File: src/rtl/alu_acc_pkg.sv
// rtl/alu_acc_pkg.sv - opcode map and FSM state encoding for the accumulator ALU
package alu_acc_pkg;

    localparam logic [3:0] OP_AND  = 4'h0;
    localparam logic [3:0] OP_OR   = 4'h1;
    localparam logic [3:0] OP_NOT  = 4'h2;
    localparam logic [3:0] OP_XOR  = 4'h3;
    localparam logic [3:0] OP_ADD  = 4'h4;
    localparam logic [3:0] OP_SUB  = 4'h5;
    localparam logic [3:0] OP_NOP  = 4'h6;
    localparam logic [3:0] OP_LOAD = 4'h7;
    localparam logic [3:0] OP_SHL  = 4'h8;
    localparam logic [3:0] OP_SHR  = 4'h9;
    localparam logic [3:0] OP_ROL  = 4'hA;
    localparam logic [3:0] OP_ROR  = 4'hB;
    localparam logic [3:0] OP_MUL  = 4'hC;
    localparam logic [3:0] OP_CLR  = 4'hD;
    localparam logic [3:0] OP_INC  = 4'hE;
    localparam logic [3:0] OP_DEC  = 4'hF;

    typedef enum logic {
        ST_IDLE = 1'b0,
        ST_MUL  = 1'b1
    } state_t;

endpackage

File: src/rtl/alu_acc_mul.sv
// rtl/alu_acc_mul.sv - iterative shift-add unsigned multiplier, one partial-product step per cycle
module alu_acc_mul #(
    parameter int WIDTH = 8,
    parameter int CNT_W = $clog2(WIDTH + 1)
) (
    input  logic               clk,
    input  logic               rst,
    input  logic               start,
    input  logic [WIDTH-1:0]   a,
    input  logic [WIDTH-1:0]   b,
    output logic               done,
    output logic [2*WIDTH-1:0] product
);

    logic [WIDTH-1:0]   mcand;
    logic [WIDTH-1:0]   mplier;
    logic [2*WIDTH-1:0] part;
    logic [CNT_W-1:0]   cnt;
    logic [WIDTH:0]     sum;

    // product is the value the partial product takes after the current step,
    // so on the final step (done) it already holds the complete result
    always_comb begin
        sum     = {1'b0, part[2*WIDTH-1:WIDTH]} + (mplier[0] ? {1'b0, mcand} : '0);
        product = {sum, part[WIDTH-1:1]};
    end

    assign done = (cnt == CNT_W'(1));

    always_ff @(posedge clk or posedge rst) begin
        if (rst) begin
            mcand  <= '0;
            mplier <= '0;
            part   <= '0;
            cnt    <= '0;
        end else if (start) begin
            mcand  <= a;
            mplier <= b;
            part   <= '0;
            cnt    <= CNT_W'(WIDTH);
        end else if (cnt != '0) begin
            part   <= product;
            mplier <= mplier >> 1;
            cnt    <= cnt - CNT_W'(1);
        end
    end

endmodule

File: src/rtl/alu_acc.sv
// rtl/alu_acc.sv - registered accumulator ALU with flags, valid/ready issue and multi-cycle MUL
module alu_acc
    import alu_acc_pkg::*;
#(
    parameter int WIDTH = 8,
    parameter int CNT_W = $clog2(WIDTH + 1)
) (
    input  logic             clk,
    input  logic             rst,
    input  logic             in_valid,
    output logic             in_ready,
    input  logic [3:0]       opecode,
    input  logic [WIDTH-1:0] data,
    output logic [WIDTH-1:0] accum,
    output logic [WIDTH-1:0] acc_hi,
    output logic             flag_z,
    output logic             flag_c,
    output logic             flag_n,
    output logic             flag_v,
    output logic             out_valid,
    output logic             busy
);

    state_t state, state_nxt;
    logic   accept, mul_start, mul_done;
    logic [2*WIDTH-1:0] mul_product;

    logic [WIDTH-1:0] addend, res;
    logic [WIDTH:0]   sum_add, sum_sub;
    logic             v_add, v_sub, c_new, v_new;

    assign in_ready  = (state == ST_IDLE);
    assign busy      = (state == ST_MUL);
    assign accept    = in_valid && in_ready;
    assign mul_start = accept && (opecode == OP_MUL);

    alu_acc_mul #(.WIDTH(WIDTH), .CNT_W(CNT_W)) u_mul (
        .clk     (clk),
        .rst     (rst),
        .start   (mul_start),
        .a       (accum),
        .b       (data),
        .done    (mul_done),
        .product (mul_product)
    );

    always_comb begin
        state_nxt = state;
        case (state)
            ST_IDLE: if (mul_start) state_nxt = ST_MUL;
            ST_MUL:  if (mul_done)  state_nxt = ST_IDLE;
            default: state_nxt = ST_IDLE;
        endcase
    end

    // INC/DEC share the ADD/SUB adders with a constant operand of one
    assign addend  = (opecode == OP_INC || opecode == OP_DEC) ? WIDTH'(1) : data;
    assign sum_add = {1'b0, accum} + {1'b0, addend};
    assign sum_sub = {1'b0, accum} - {1'b0, addend};
    assign v_add   = (accum[WIDTH-1] == addend[WIDTH-1]) && (sum_add[WIDTH-1] != accum[WIDTH-1]);
    assign v_sub   = (accum[WIDTH-1] != addend[WIDTH-1]) && (sum_sub[WIDTH-1] != accum[WIDTH-1]);

    always_comb begin
        res   = accum;
        c_new = 1'b0;
        v_new = 1'b0;
        case (opecode)
            OP_AND:  res = accum & data;
            OP_OR:   res = accum | data;
            OP_NOT:  res = ~accum;
            OP_XOR:  res = accum ^ data;
            OP_LOAD: res = data;
            OP_CLR:  res = '0;
            OP_ADD, OP_INC: begin
                res   = sum_add[WIDTH-1:0];
                c_new = sum_add[WIDTH];
                v_new = v_add;
            end
            OP_SUB, OP_DEC: begin
                res   = sum_sub[WIDTH-1:0];
                c_new = sum_sub[WIDTH];
                v_new = v_sub;
            end
            OP_SHL: begin res = {accum[WIDTH-2:0], 1'b0};           c_new = accum[WIDTH-1]; end
            OP_SHR: begin res = {1'b0, accum[WIDTH-1:1]};           c_new = accum[0];       end
            OP_ROL: begin res = {accum[WIDTH-2:0], accum[WIDTH-1]}; c_new = accum[WIDTH-1]; end
            OP_ROR: begin res = {accum[0], accum[WIDTH-1:1]};       c_new = accum[0];       end
            default: res = accum;
        endcase
    end

    always_ff @(posedge clk or posedge rst) begin
        if (rst) begin
            state     <= ST_IDLE;
            accum     <= '0;
            acc_hi    <= '0;
            flag_z    <= 1'b0;
            flag_c    <= 1'b0;
            flag_n    <= 1'b0;
            flag_v    <= 1'b0;
            out_valid <= 1'b0;
        end else begin
            state     <= state_nxt;
            out_valid <= 1'b0;
            if (state == ST_MUL) begin
                if (mul_done) begin
                    {acc_hi, accum} <= mul_product;
                    flag_z    <= (mul_product == '0);
                    flag_n    <= mul_product[WIDTH-1];
                    flag_c    <= |mul_product[2*WIDTH-1:WIDTH];
                    flag_v    <= 1'b0;
                    out_valid <= 1'b1;
                end
            end else if (accept && opecode != OP_MUL) begin
                out_valid <= 1'b1;
                if (opecode != OP_NOP) begin
                    accum  <= res;
                    acc_hi <= '0;
                    flag_z <= (res == '0);
                    flag_n <= res[WIDTH-1];
                    flag_c <= c_new;
                    flag_v <= v_new;
                end
            end
        end
    end

endmodule

File: config.mk
export PLATFORM = sky130hd
export DESIGN_NAME = alu_acc
export DESIGN_NICKNAME = d
export VERILOG_FILES = /design/src/rtl/alu_acc_pkg.sv /design/src/rtl/alu_acc_mul.sv /design/src/rtl/alu_acc.sv
export SDC_FILE = /design/constraint.sdc
export NUM_CORES = 1
export LEC_CHECK = 0
export CAP_MARGIN = 20
export CORE_MARGIN = 5
export CORE_UTILIZATION = 52
export DETAILED_ROUTE_END_ITERATION = 12
export GPL_TIMING_DRIVEN = 0
export PLACE_DENSITY = 0.74
export SYNTH_ARGS = -nofsm -noshare
export SYNTH_HDL_FRONTEND = slang
export SYNTH_SLANG_ARGS = --single-unit
File: constraint.sdc
create_clock -name clk -period 4 [get_ports clk]
set_input_delay 0.4 -clock clk [delete_from_list [all_inputs] [get_ports clk]]
set_output_delay 0.4 -clock clk [all_outputs]
set_load 0.02 [all_outputs]
==> results.ini, run 1 <==
[grt]
grt_overflow=0
grt_first_pass_wirelength_um=21000
grt_pass1_vias=4115
grt_max_degree=32
grt_use_total_pct=23.3
antenna_found_initial=0

[synth]
ys_types=67
syn-num-nets=612
synthArstFlopShare_pct=100
netlist_instances=549
synth_edf_count=0
synth.avg_cell_area_um2=8.38
synthFlopType=dfrtp_1
synth-seq-cells=56
yosysSeqAreaShare_pct=30.5
yosysWarnings=0
syn_area_um2=4600

[layout]
drive_above_1_share_pct=7.60
fin_nets=655
final_cells=700
diodes=0
area_delta_synth_final_pct=12.8

[setup_path]
path_buf_inv=5
path_class=in2reg
ff2ff_setup_slack_ns=0.94
path_cells=clkdlybuf4s50_1 -> buf_2 -> buf_2 -> buf_2 -> nand3_2 -> nand2_1 -> ha_1 -> inv_1 -> fa_1 -> nand3_1 -> a21oi_1 -> a211oi_1 -> a211oi_1 -> nor3_2 -> nand4_1 -> or2_1 -> o21ai_1
crit_top_cell=buf_2
rr_endpoint=flag_z$_DFFE_PP0P_
cp_max_fo=10
slowest_delay_ns=0.47
required_ns=4.23
cp-start-kind=primary input
cp_slowest_cell=clkdlybuf4s50_1
cp.depth=17
r2r_cells=11
timing.rr.start=u_mul.mplier[0]$_DFFE_PP0P_
cp-endpoint=flag_z$_DFFE_PP0P_
worstPathArrival_ns=3.96
end_kind=flop
startpoint=opecode[2]
cp_top_family=buffers and inverters

[sta]
maxClockFrequency_mhz=268
rsz0062_at_grt=no
slew_headroom_pct=54.4
period_share_pct=93.1
worst_pin_slew_ns=0.678
worst_hold_slack_ns=0.453
finalHoldViolations=0
drv_slew=0
clock_skew_ns=0.00879
setup_viol=0
min_period_ns=3.72

[clocking]
root_buffer=clkbuf_8
clock_sinks=56
cts_buffers=5
htreeDepth=2
postCtsResizedCells=0
cts_tree=done
cts.clk_slew.worst_paths_ns=0.10
max-clock-path-buffers=2
ctsHoldBuffers=0
cts_setup_buffers=0
clk_latency_ns=0.32

[route]
viasPerCell=6.17
vias=4320
drc=0
first_iter_violations=386
postRouteAntennaNets=0
wl_um=12700
drt_pass1_iterations=5
wire_per_inst_um=18.2

[floorplan]
die_area_um2=10800
core_um2=8680
core.rowCount=34
start_util_pct=53.0
die_w_um=104
ios=38
dieHeight_um=104

[flow_run]
cap_violations=0

[status]
status=completed

[place]
hpwl_um=9630
io_buffers=35
gp_congestion=0.975
dp_cells=693

[power]
ir_worst_vdd_mv=0.346
p_leak_nw=2.40
p_per_area_nw_per_um2=563

[worst_hold_path]
hold_class=in2async

[power breakdown]
part	switching [W]	total (W)	internal, W
sequential	0.000271	0.00102	0.000749
clock	0.000183	0.000303	0.000120
combinational	0.000902	0.00160	0.000698
[registers in the layout (all words and copies together) (netlist names), 4 cells and up]
register      flops
u_mul.part       15
acc_hi            8
accum             8
u_mul.mcand       8
u_mul.mplier      8
u_mul.cnt         4
[worst min path at each step]
stage,from,endpoint,cells after the start
2_1_floorplan,u_mul.mcand[0]$_DFFE_PP0P_,u_mul.mcand[0]$_DFFE_PP0P_,1
3_3_place_gp,u_mul.mcand[3]$_DFFE_PP0P_,u_mul.mcand[3]$_DFFE_PP0P_,1
3_5_place_dp,u_mul.mcand[6]$_DFFE_PP0P_,u_mul.mcand[6]$_DFFE_PP0P_,1
4_1_cts,rst,acc_hi[0]$_DFFE_PP0P_,2
5_1_grt,rst,acc_hi[0]$_DFFE_PP0P_,2
6_report,rst,acc_hi[0]$_DFFE_PP0P_,2
[synthesized netlist by cell type (6+ instances only)]
master / instances / share of area, %
nand2_1: 60 / 4.9
dfrtp_1: 56 / 30
ha_1: 45 / 12
o21ai_0: 44 / 4.8
nor2_1: 40 / 3.3
inv_1: 38 / 3.1
a21oi_1: 37 / 4.0
nand3_1: 20 / 2.2
mux2i_1: 14 / 3.0
clkbuf_1: 13 / 1.1
buf_2: 11 / 1.2
a22oi_1: 9 / 1.5
and2_1: 9 / 1.2
mux2_2: 9 / 2.2
nor3_1: 9 / 0.98
xnor2_1: 9 / 1.7
a211oi_1: 8 / 1.3
nor2b_1: 7 / 0.95
o22ai_1: 7 / 0.95
and3_1: 6 / 0.82
[metal layers]
metal | share of wire (%) | global-route usage, % | up-vias | routed length (um)
li1 | - | - | 2032 | -
met1 | 46 | 33.5 | 2076 | 5790
met2 | 45 | 36.1 | 182 | 5700
met3 | 7.7 | 4.90 | 30 | 975
met4 | 1.9 | 5.55 | 0 | 247
met5 | 0 | 0 | - | 0
[worst reg2reg max path: cells and delay by family, from the launching register on]
kind	cells	cell delay, ns
AOI/OAI and AO/OA	6	1.04
and+or+nand+nor	3	0.76
adders and majority gates	2	0.71
DFF	1	0.48
[cells in the final DEF (no fill, tap or decap), types with 4 or more instances in the layout]
| cell | instances |
|---|---|
| o21a_1 | 5 |
| nor3_1 | 9 |
| o21ai_0 | 44 |
| buf_2 | 11 |
| clkdlybuf4s50_1 | 35 |
| mux2_2 | 9 |
| o22ai_1 | 7 |
| buf_4 | 5 |
| nor2_1 | 40 |
| xor2_1 | 4 |
| a31oi_1 | 4 |
| and2_1 | 9 |
| or3_1 | 4 |
| a21oi_1 | 37 |
| a211oi_1 | 8 |
| o21ai_1 | 4 |
| nand2_1 | 60 |
| o31ai_1 | 4 |
| mux2i_1 | 14 |
| o211ai_1 | 5 |
| a22oi_1 | 9 |
| nand3_1 | 19 |
| and3_1 | 6 |
| ha_1 | 45 |
| clkbuf_1 | 14 |
| clkbuf_8 | 5 |
| nor2b_1 | 7 |
| inv_1 | 37 |
| dfrtp_1 | 56 |
| xnor2_1 | 9 |
[final cells by class]
type	instances	area [um2]
Fill cell	787	3490
Multi-Input combinational cell	422	2890
Sequential cell	56	1400
Timing Repair Buffer	36	370
Buffer	32	171
Inverter	39	146
Tap cell	108	135
Clock buffer	6	72.6
Clock inverter	1	5.00
[per-stage QoR]
step / TNS, ns / power, W / setup WS [ns] / instance area, um2 / util [%]
finish: 0 / 0.00292 / 0.275 / 5190 / 59.8
global route: 0 / 0.00316 / 0.0590 / 5190 / 59.8
CTS: 0 / 0.00290 / 0.274 / 5180 / 59.7
detailed placement: -0.0386 / 0.00260 / -0.0386 / 5110 / 58.9
global placement: 0 / 0.00254 / 0.00644 / 5090 / 58.6
floorplan: 0 / 0.00206 / 0.926 / 4600 / -
[kinds of logic after synthesis]
kind of cell | after synthesis | synth area share (%)
and+or+nand+nor | 177 | 18.5
AOI/OAI and AO/OA | 159 | 22.1
muxes | 24 | 5.74
xor gates and xnor gates | 14 | 2.83
buffers and inverters | 71 | 6.91
DFF | 56 | 30.5
adders and majority gates | 48 | 13.5
Power figures use the tool's default switching activity.
==> run 2: changes to the inputs <==
- PLACE_DENSITY: 0.74 -> 0.77
- clock period: 4 -> 3.1 ns (I/O delays scaled with it)
==> run 2 against run 1 <==
Worst setup slack worse by 0.10 ns. Wire length up 4.1%. Register-to-register slack worse by 0.77 ns. Final cell count up 0.14%. Final area up 3.7%. Sequential power up 29%. Critical path type is now reg2reg.
==> results.ini, run 2 (same netlist as run 1, synthesis figures left out) <==
[setup_path]
r2r_cells=11  ; unchanged
path_class=reg2reg
worstPathArrival_ns=3.17  ; -0.79 ns
end_kind=flop
required_ns=3.35  ; -0.88 ns
cp-start-kind=flop
cp_max_fo=9  ; -1

[sta]
worst_pin_slew_ns=0.638  ; -0.0406 ns
worst_slack_ns=0.172  ; -0.103 ns
drv_slew=0  ; unchanged
finalHoldViolations=0  ; unchanged
period_share_pct=94.4
clock_skew_ns=0.00747  ; -0.00133 ns
setup_viol=0  ; unchanged
min_period_ns=2.93
maxClockFrequency_mhz=342
slew_headroom_pct=57.5  ; +3.1 points

[layout]
diodes=0  ; unchanged
drive_above_1_share_pct=10.5  ; +2.9 points
final_area_um2=5380  ; +3.7%
layout_commonest_cell=nand2_1
area_delta_synth_final_pct=17.0
most-common-layout-cells=nand2_1 (58), dfrtp_1 (56), ha_1 (43)
fillers=775  ; -1.5%
largest_register_ff_count=15  ; unchanged
largest_register=u_mul.part
fin_nets=655  ; unchanged

[power]
p_int_w=0.00230  ; +47%
ir_worst_vdd_mv=0.435  ; +26%
power_frac_seq_pct=32.0  ; -2.9 points
comb_power_share_pct=52.0  ; -2.7 points
p_switching_w=0.00181  ; +34%
swShare_pct=44.0  ; -2.4 points
p_clk_share_pct=15.9  ; +5.5 points
p_per_area_nw_per_um2=764  ; +36%
p_leak_nw=2.47  ; +3.0%

[floorplan]
die_area_um2=10800  ; unchanged
core_um2=8680  ; unchanged
dieHeight_um=104  ; unchanged
start_util_pct=53.0  ; unchanged
die_w_um=104  ; unchanged
core.rowCount=34  ; unchanged
ios=38  ; unchanged

[clocking]
root_buffer=clkbuf_8
htreeDepth=2  ; unchanged
clock_sinks=56  ; unchanged
cts_buffers=5  ; unchanged
clk_latency_ns=0.32  ; about the same
cts.clk_slew.worst_paths_ns=0.11  ; about the same
ctsHoldBuffers=0  ; unchanged
max-clock-path-buffers=2  ; unchanged
cts_tree=done

[route]
postRouteAntennaNets=0  ; unchanged
wl_um=13200  ; +4.1%
wire_per_inst_um=18.9  ; +3.9%
first_iter_violations=329  ; -15%
vias=4383  ; +1.5%
drc=0  ; unchanged
viasPerCell=6.25  ; +1.3%
drt_pass1_iterations=5  ; unchanged

[place]
hpwl_um=9860  ; +2.4%
pre_cts_slack_ns=-0.934  ; -0.896 ns
placed_area_um2=5110  ; unchanged
gp_congestion=0.972  ; -0.29%
io_buffers=35  ; unchanged

[grt]
grt_use_total_pct=23.8  ; +0.50 points
grt_overflow=0  ; unchanged
grt_first_pass_wirelength_um=21700  ; +3.4%
antenna_found_initial=0  ; unchanged
grt_max_degree=37  ; +16%
grt_pass1_vias=4348  ; +5.7%

[flow_run]
cap_violations=0  ; unchanged

[status]
status=completed

[worst_hold_path]
hold_class=in2async

-- run 2: cell count changes in the layout (fill, tap and decap cells not counted), moves of 3 or more --
cell,delta
clkbuf_1,-4
buf_2,-3
buf_4,+3
bufinv_16,+3
-- run 2: cell type report --
| class | count | area (um2) | share of cell area [%] |
|---|---|---|---|
| multi-input combinational | 422 | 2960 | 55.0 |
| sequential | 56 | 1400 | 26.0 |
| timing repair buffer | 39 | 395 | 7.35 |
| buffer | 29 | 186 | 3.46 |
| inverter | 39 | 146 | 2.72 |
| tap | 108 | 135 | 2.51 |
| clock inverter | 3 | 90.1 | 1.67 |
| clock buffer | 5 | 68.8 | 1.28 |
-- run 2: per-stage QoR --
step,TNS (ns),cells,hold WS [ns],util [%],power [W]
after floorplan,0,549,0.427,-,0.00266
final,0,701,0.321,62.0,0.00411
after detailed placement,-6.80,693,0.486,58.9,0.00337
after global placement,-5.99,692,0.481,58.6,0.00328
after CTS,0,703,0.340,61.7,0.00406
after global routing,-0.00483,701,0.360,62.0,0.00441
-- run 2: worst paths after layout --
check / to / startpoint / slack, ns
worst max-delay path: flag_z$_DFFE_PP0P_ / u_mul.mplier[0]$_DFFE_PP0P_ / 0.17
worst min-delay path: u_mul.part[5]$_DFFE_PP0P_ / rst / 0.32
worst max register to register: flag_z$_DFFE_PP0P_ / u_mul.mplier[0]$_DFFE_PP0P_ / 0.17
worst min register to register: u_mul.mcand[4]$_DFFE_PP0P_ / u_mul.mcand[4]$_DFFE_PP0P_ / 0.51
max in group asynchronous: u_mul.part[8]$_DFFE_PP0P_ / rst / 2.22
min in group clk: u_mul.mcand[4]$_DFFE_PP0P_ / u_mul.mcand[4]$_DFFE_PP0P_ / 0.51
-- run 2: timing repair --
action / 4_1_cts / 5_1_grt
pin swaps: 3 / 4
gates resized for setup: 20 / 8
endpoints found under the setup margin: 10 / 4
buffers inserted: 2 / 1
-- run 2: layer usage --
layer	part of all wire [%]	up-vias	global-route usage [%]	routed length, um
met4	3.0	0	7.22	391
met5	0	-	0	0
met1	44	2133	32.8	5770
li1	-	2041	-	-
met3	7.7	31	5.03	1020
met2	46	178	37.7	6040
-- run 2: power groups by stage --
stage	Sequential (W)	Clock (W)	Combinational (W)
after CTS	0.00131	0.000654	0.00210
after global routing	0.00135	0.000689	0.00237
after detailed placement	0.00132	0	0.00205
after floorplan	0.00128	0	0.00138
final	0.00132	0.000656	0.00214
after global placement	0.00131	0	0.00198
-- run 2: critical path: stages (launching register included) --
cell	delay (ns)
dfrtp_1	0.47
and2_1	0.20
ha_1	0.24
fa_1	0.47
a21o_1	0.18
a21oi_1	0.17
xor2_1	0.26
and4b_1	0.25
nand4_1	0.19
nor4_2	0.28
a21oi_1	0.06
o21ai_1	0.09
==> patch (config.mk and constraints of run 2) <==
Put one more register stage on the output `flag_n`, without a reset. The value now appears one clock later. The other outputs are not delayed to match.
--- a/src/rtl/alu_acc.sv
+++ b/src/rtl/alu_acc.sv
@@ -21,4 +21,6 @@
     output logic             busy
 );
+
+    logic flag_n_s0;
 
     state_t state, state_nxt;
@@ -97,5 +99,5 @@
             flag_z    <= 1'b0;
             flag_c    <= 1'b0;
-            flag_n    <= 1'b0;
+            flag_n_s0 <= 1'b0;
             flag_v    <= 1'b0;
             out_valid <= 1'b0;
@@ -107,5 +109,5 @@
                     {acc_hi, accum} <= mul_product;
                     flag_z    <= (mul_product == '0);
-                    flag_n    <= mul_product[WIDTH-1];
+                    flag_n_s0 <= mul_product[WIDTH-1];
                     flag_c    <= |mul_product[2*WIDTH-1:WIDTH];
                     flag_v    <= 1'b0;
@@ -118,5 +120,5 @@
                     acc_hi <= '0;
                     flag_z <= (res == '0);
-                    flag_n <= res[WIDTH-1];
+                    flag_n_s0 <= res[WIDTH-1];
                     flag_c <= c_new;
                     flag_v <= v_new;
@@ -126,4 +128,8 @@
     end
 
+    always_ff @(posedge clk) begin
+        flag_n <= flag_n_s0;
+    end
+
 endmodule
 
Function: changed (Yosys sat finds a counterexample within 4 cycles, from zero or initial values and one cycle with rst high).
==> patch against run 2 <==
Total power up 3.9%. Sequential cell count grew 1. Area after synthesis up 1.5%. Fmax shrank 2.0%. Worst setup slack worse by 0.058 ns. Largest power group unchanged. Via count shrank 2.0%. Wire length fell by 2.3%. Critical endpoint unchanged. Design area increased by 0.28%. Sequential share of layout area increased by 0.30 points.
==> patch: results (changes against run 2) <==
- 0 — # Post-CTS Setup Buffers, -2
- 3 — htree depth, +1
- 2 — maximum count of clock buffers along a single path, unchanged
- 0.0740 — met3 Usage GRT, +0.0237
- finished, final reports clean — run status
- 12 — Register-to-Register Path Depth, +1
- input port to async pin — hold crit path type
- 0 — max-cap violations, unchanged
- 0.00589 ns — Final Skew, -0.00157 ns
- 0.00250 uW — Static Leakage, +0.98%
- 15 — flip-flop count of the largest register after layout, unchanged
- 69 — count of different cell masters after synthesis, +3.0%
- 1920 uW — net switching power of the design, +5.8%
- 0.06 ns — clock-pin slew on the worst setup and hold paths, -0.05 ns
- sky130_fd_sc_hd__nand2_1, sky130_fd_sc_hd__dfrtp_1, sky130_fd_sc_hd__o21ai_0 — synth cell count leaders
- sky130_fd_sc_hd__dfrtp_1 — most frequently used flop master after synthesis
- 5 — drt first pass iters, unchanged
- 0.726 ns — transition time at the pin with the least slew margin, +0.0888 ns
- 1.06 mm — routed length on met3, +3.7%
- 36 — maximum number of pins on one net before global-route repair, -2.7%
- sky130_fd_sc_hd__dfrtp_1, sky130_fd_sc_hd__ha_1, sky130_fd_sc_hd__o21ai_0 — dominant cells by area after synthesis
- 0 — number of antenna violations at the first check in global routing, unchanged
- 18.4 um — DR WL/cell, -2.6%
- 0 — warnings from Yosys, unchanged
- 0.405 mV — worst-case vdd ir drop, -6.9%
- 0.233 — GRT Util Overall, -0.00516
- 0.982 — FFs w/ async S/R, synth, -0.0175
- 605 — synthesized net count, -1.1%
- met4 — Max Used Layer
- 0 — total DRC errors in the routed layout, unchanged
- 9.66 mm — post-DP HPWL, -2.0%
- 4295 — overall via count from detail_route, -2.0%
- 0.941 — last weighted congestion value of the routability-driven placer, -3.2%
- 36 — Buffers on Ports, +2.9%
- 0.0992 — fraction of final layout cells sized beyond drive strength 1, -0.00539
- 0.34 ns — clock latency on the worst-skew pair, +0.02 ns
- 5.76 mm — met2 routed wirelength, -4.6%
- 653 — count of nets after finishing, -0.31%
- 334 — initial DRC count, +1.5%
- 0 — diode insertion count for antenna repair, unchanged
- 9 — clock buffers created by TritonCTS, +4
- 5.81 mm — routed metal-1 wire length, +0.68%
- 0.304 — share of synthesized area occupied by flip-flops and latches, about the same
- 20.9 mm — wire length of the first global-routing pass, -3.9%
- 4176 — via count of the first global-routing pass, -4.0%
- flop to flop — path type of the worst setup path
- 9 — largest driver fanout on the critical path, unchanged
- 0.346 — global-route met2 utilization, -0.0313
- 0.322 — met1 usage in global routing, -0.00570
- u_mul.part — register with the highest flop count
- sky130_fd_sc_hd__clkbuf_8 — clock tree root buffer cell
- accum[0] — R2R Path Start
[patch: critical path, stage by stage (launching register included)]
cell and delay [ns]:
sky130_fd_sc_hd__dfrtp_1 0.55, sky130_fd_sc_hd__inv_2 0.19, sky130_fd_sc_hd__ha_1 0.17, sky130_fd_sc_hd__inv_1 0.05, sky130_fd_sc_hd__fa_1 0.42, sky130_fd_sc_hd__a21o_1 0.21, sky130_fd_sc_hd__a221o_1 0.37, sky130_fd_sc_hd__nor2_1 0.12
sky130_fd_sc_hd__a21oi_1 0.05, sky130_fd_sc_hd__a21boi_0 0.22, sky130_fd_sc_hd__o22ai_1 0.14, sky130_fd_sc_hd__and4b_1 0.21, sky130_fd_sc_hd__o22a_1 0.17
[patch: final timing paths]
check	to	slack, ns
hold / removal	out_valid	0.31
max in group asynchronous	u_mul.cnt[1]	2.23
hold reg to reg	acc_hi[6]	0.48
setup / recovery	flag_z	0.11
min in group clk	acc_hi[6]	0.48
setup reg to reg	flag_z	0.11
[patch: kinds of logic (layout without fill, tap and decap cells)]
logic type,after synthesis,in the layout,share of synthesized area
XOR/XNOR,16,16,0.0316
buffers and inverters,66,119,0.0761
adder cells (fa/ha/maj),48,48,0.133
multiplexers,20,20,0.0453
AND/OR/NAND/NOR,171,171,0.179
AO/OA/AOI/OAI,164,164,0.231
flip-flops,57,57,0.304
[patch: power by group through the flow]
stage	clock [uW]	sequential [uW]	combinational [uW]
final	618	1370	2280
after global routing	663	1410	2510
after CTS	632	1360	2250
after detailed placement	0	1380	2230
after global placement	0	1360	2150
after floorplan	0	1350	1510
[patch: layout make-up]
type / instances / area, um^2
buffer: 31 / 230
sequential: 57 / 1420
clock buffer: 13 / 159
timing repair buffer: 37 / 375
tap: 108 / 135
multi-input combinational: 419 / 2930
clock inverter: 3 / 15.0
fill: 760 / 3320
inverter: 35 / 131
[patch: what timing repair did]
| item | CTS | global route |
|---|---|---|
| pin swaps | 0 | 0 |
| gates cloned | 0 | 0 |
| gates resized for setup | 8 | 7 |
| endpoints found under the setup margin | 8 | 2 |
| hold endpoints to repair | 0 | 0 |
[patch: through the flow]
step | hold slack (ns) | setup WS [ns] | utilization | instance area, um^2 | instances
detailed placement | 0.470 | -1.01 | 0.595 | 5190 | 687
global placement | 0.468 | -1.03 | 0.592 | 5170 | 686
CTS | 0.327 | 0.0795 | 0.618 | 5390 | 703
floorplan | 0.427 | 0.265 | - | 4670 | 542
finish | 0.315 | 0.114 | 0.619 | 5400 | 703
global route | 0.373 | 0.00595 | 0.619 | 5400 | 703
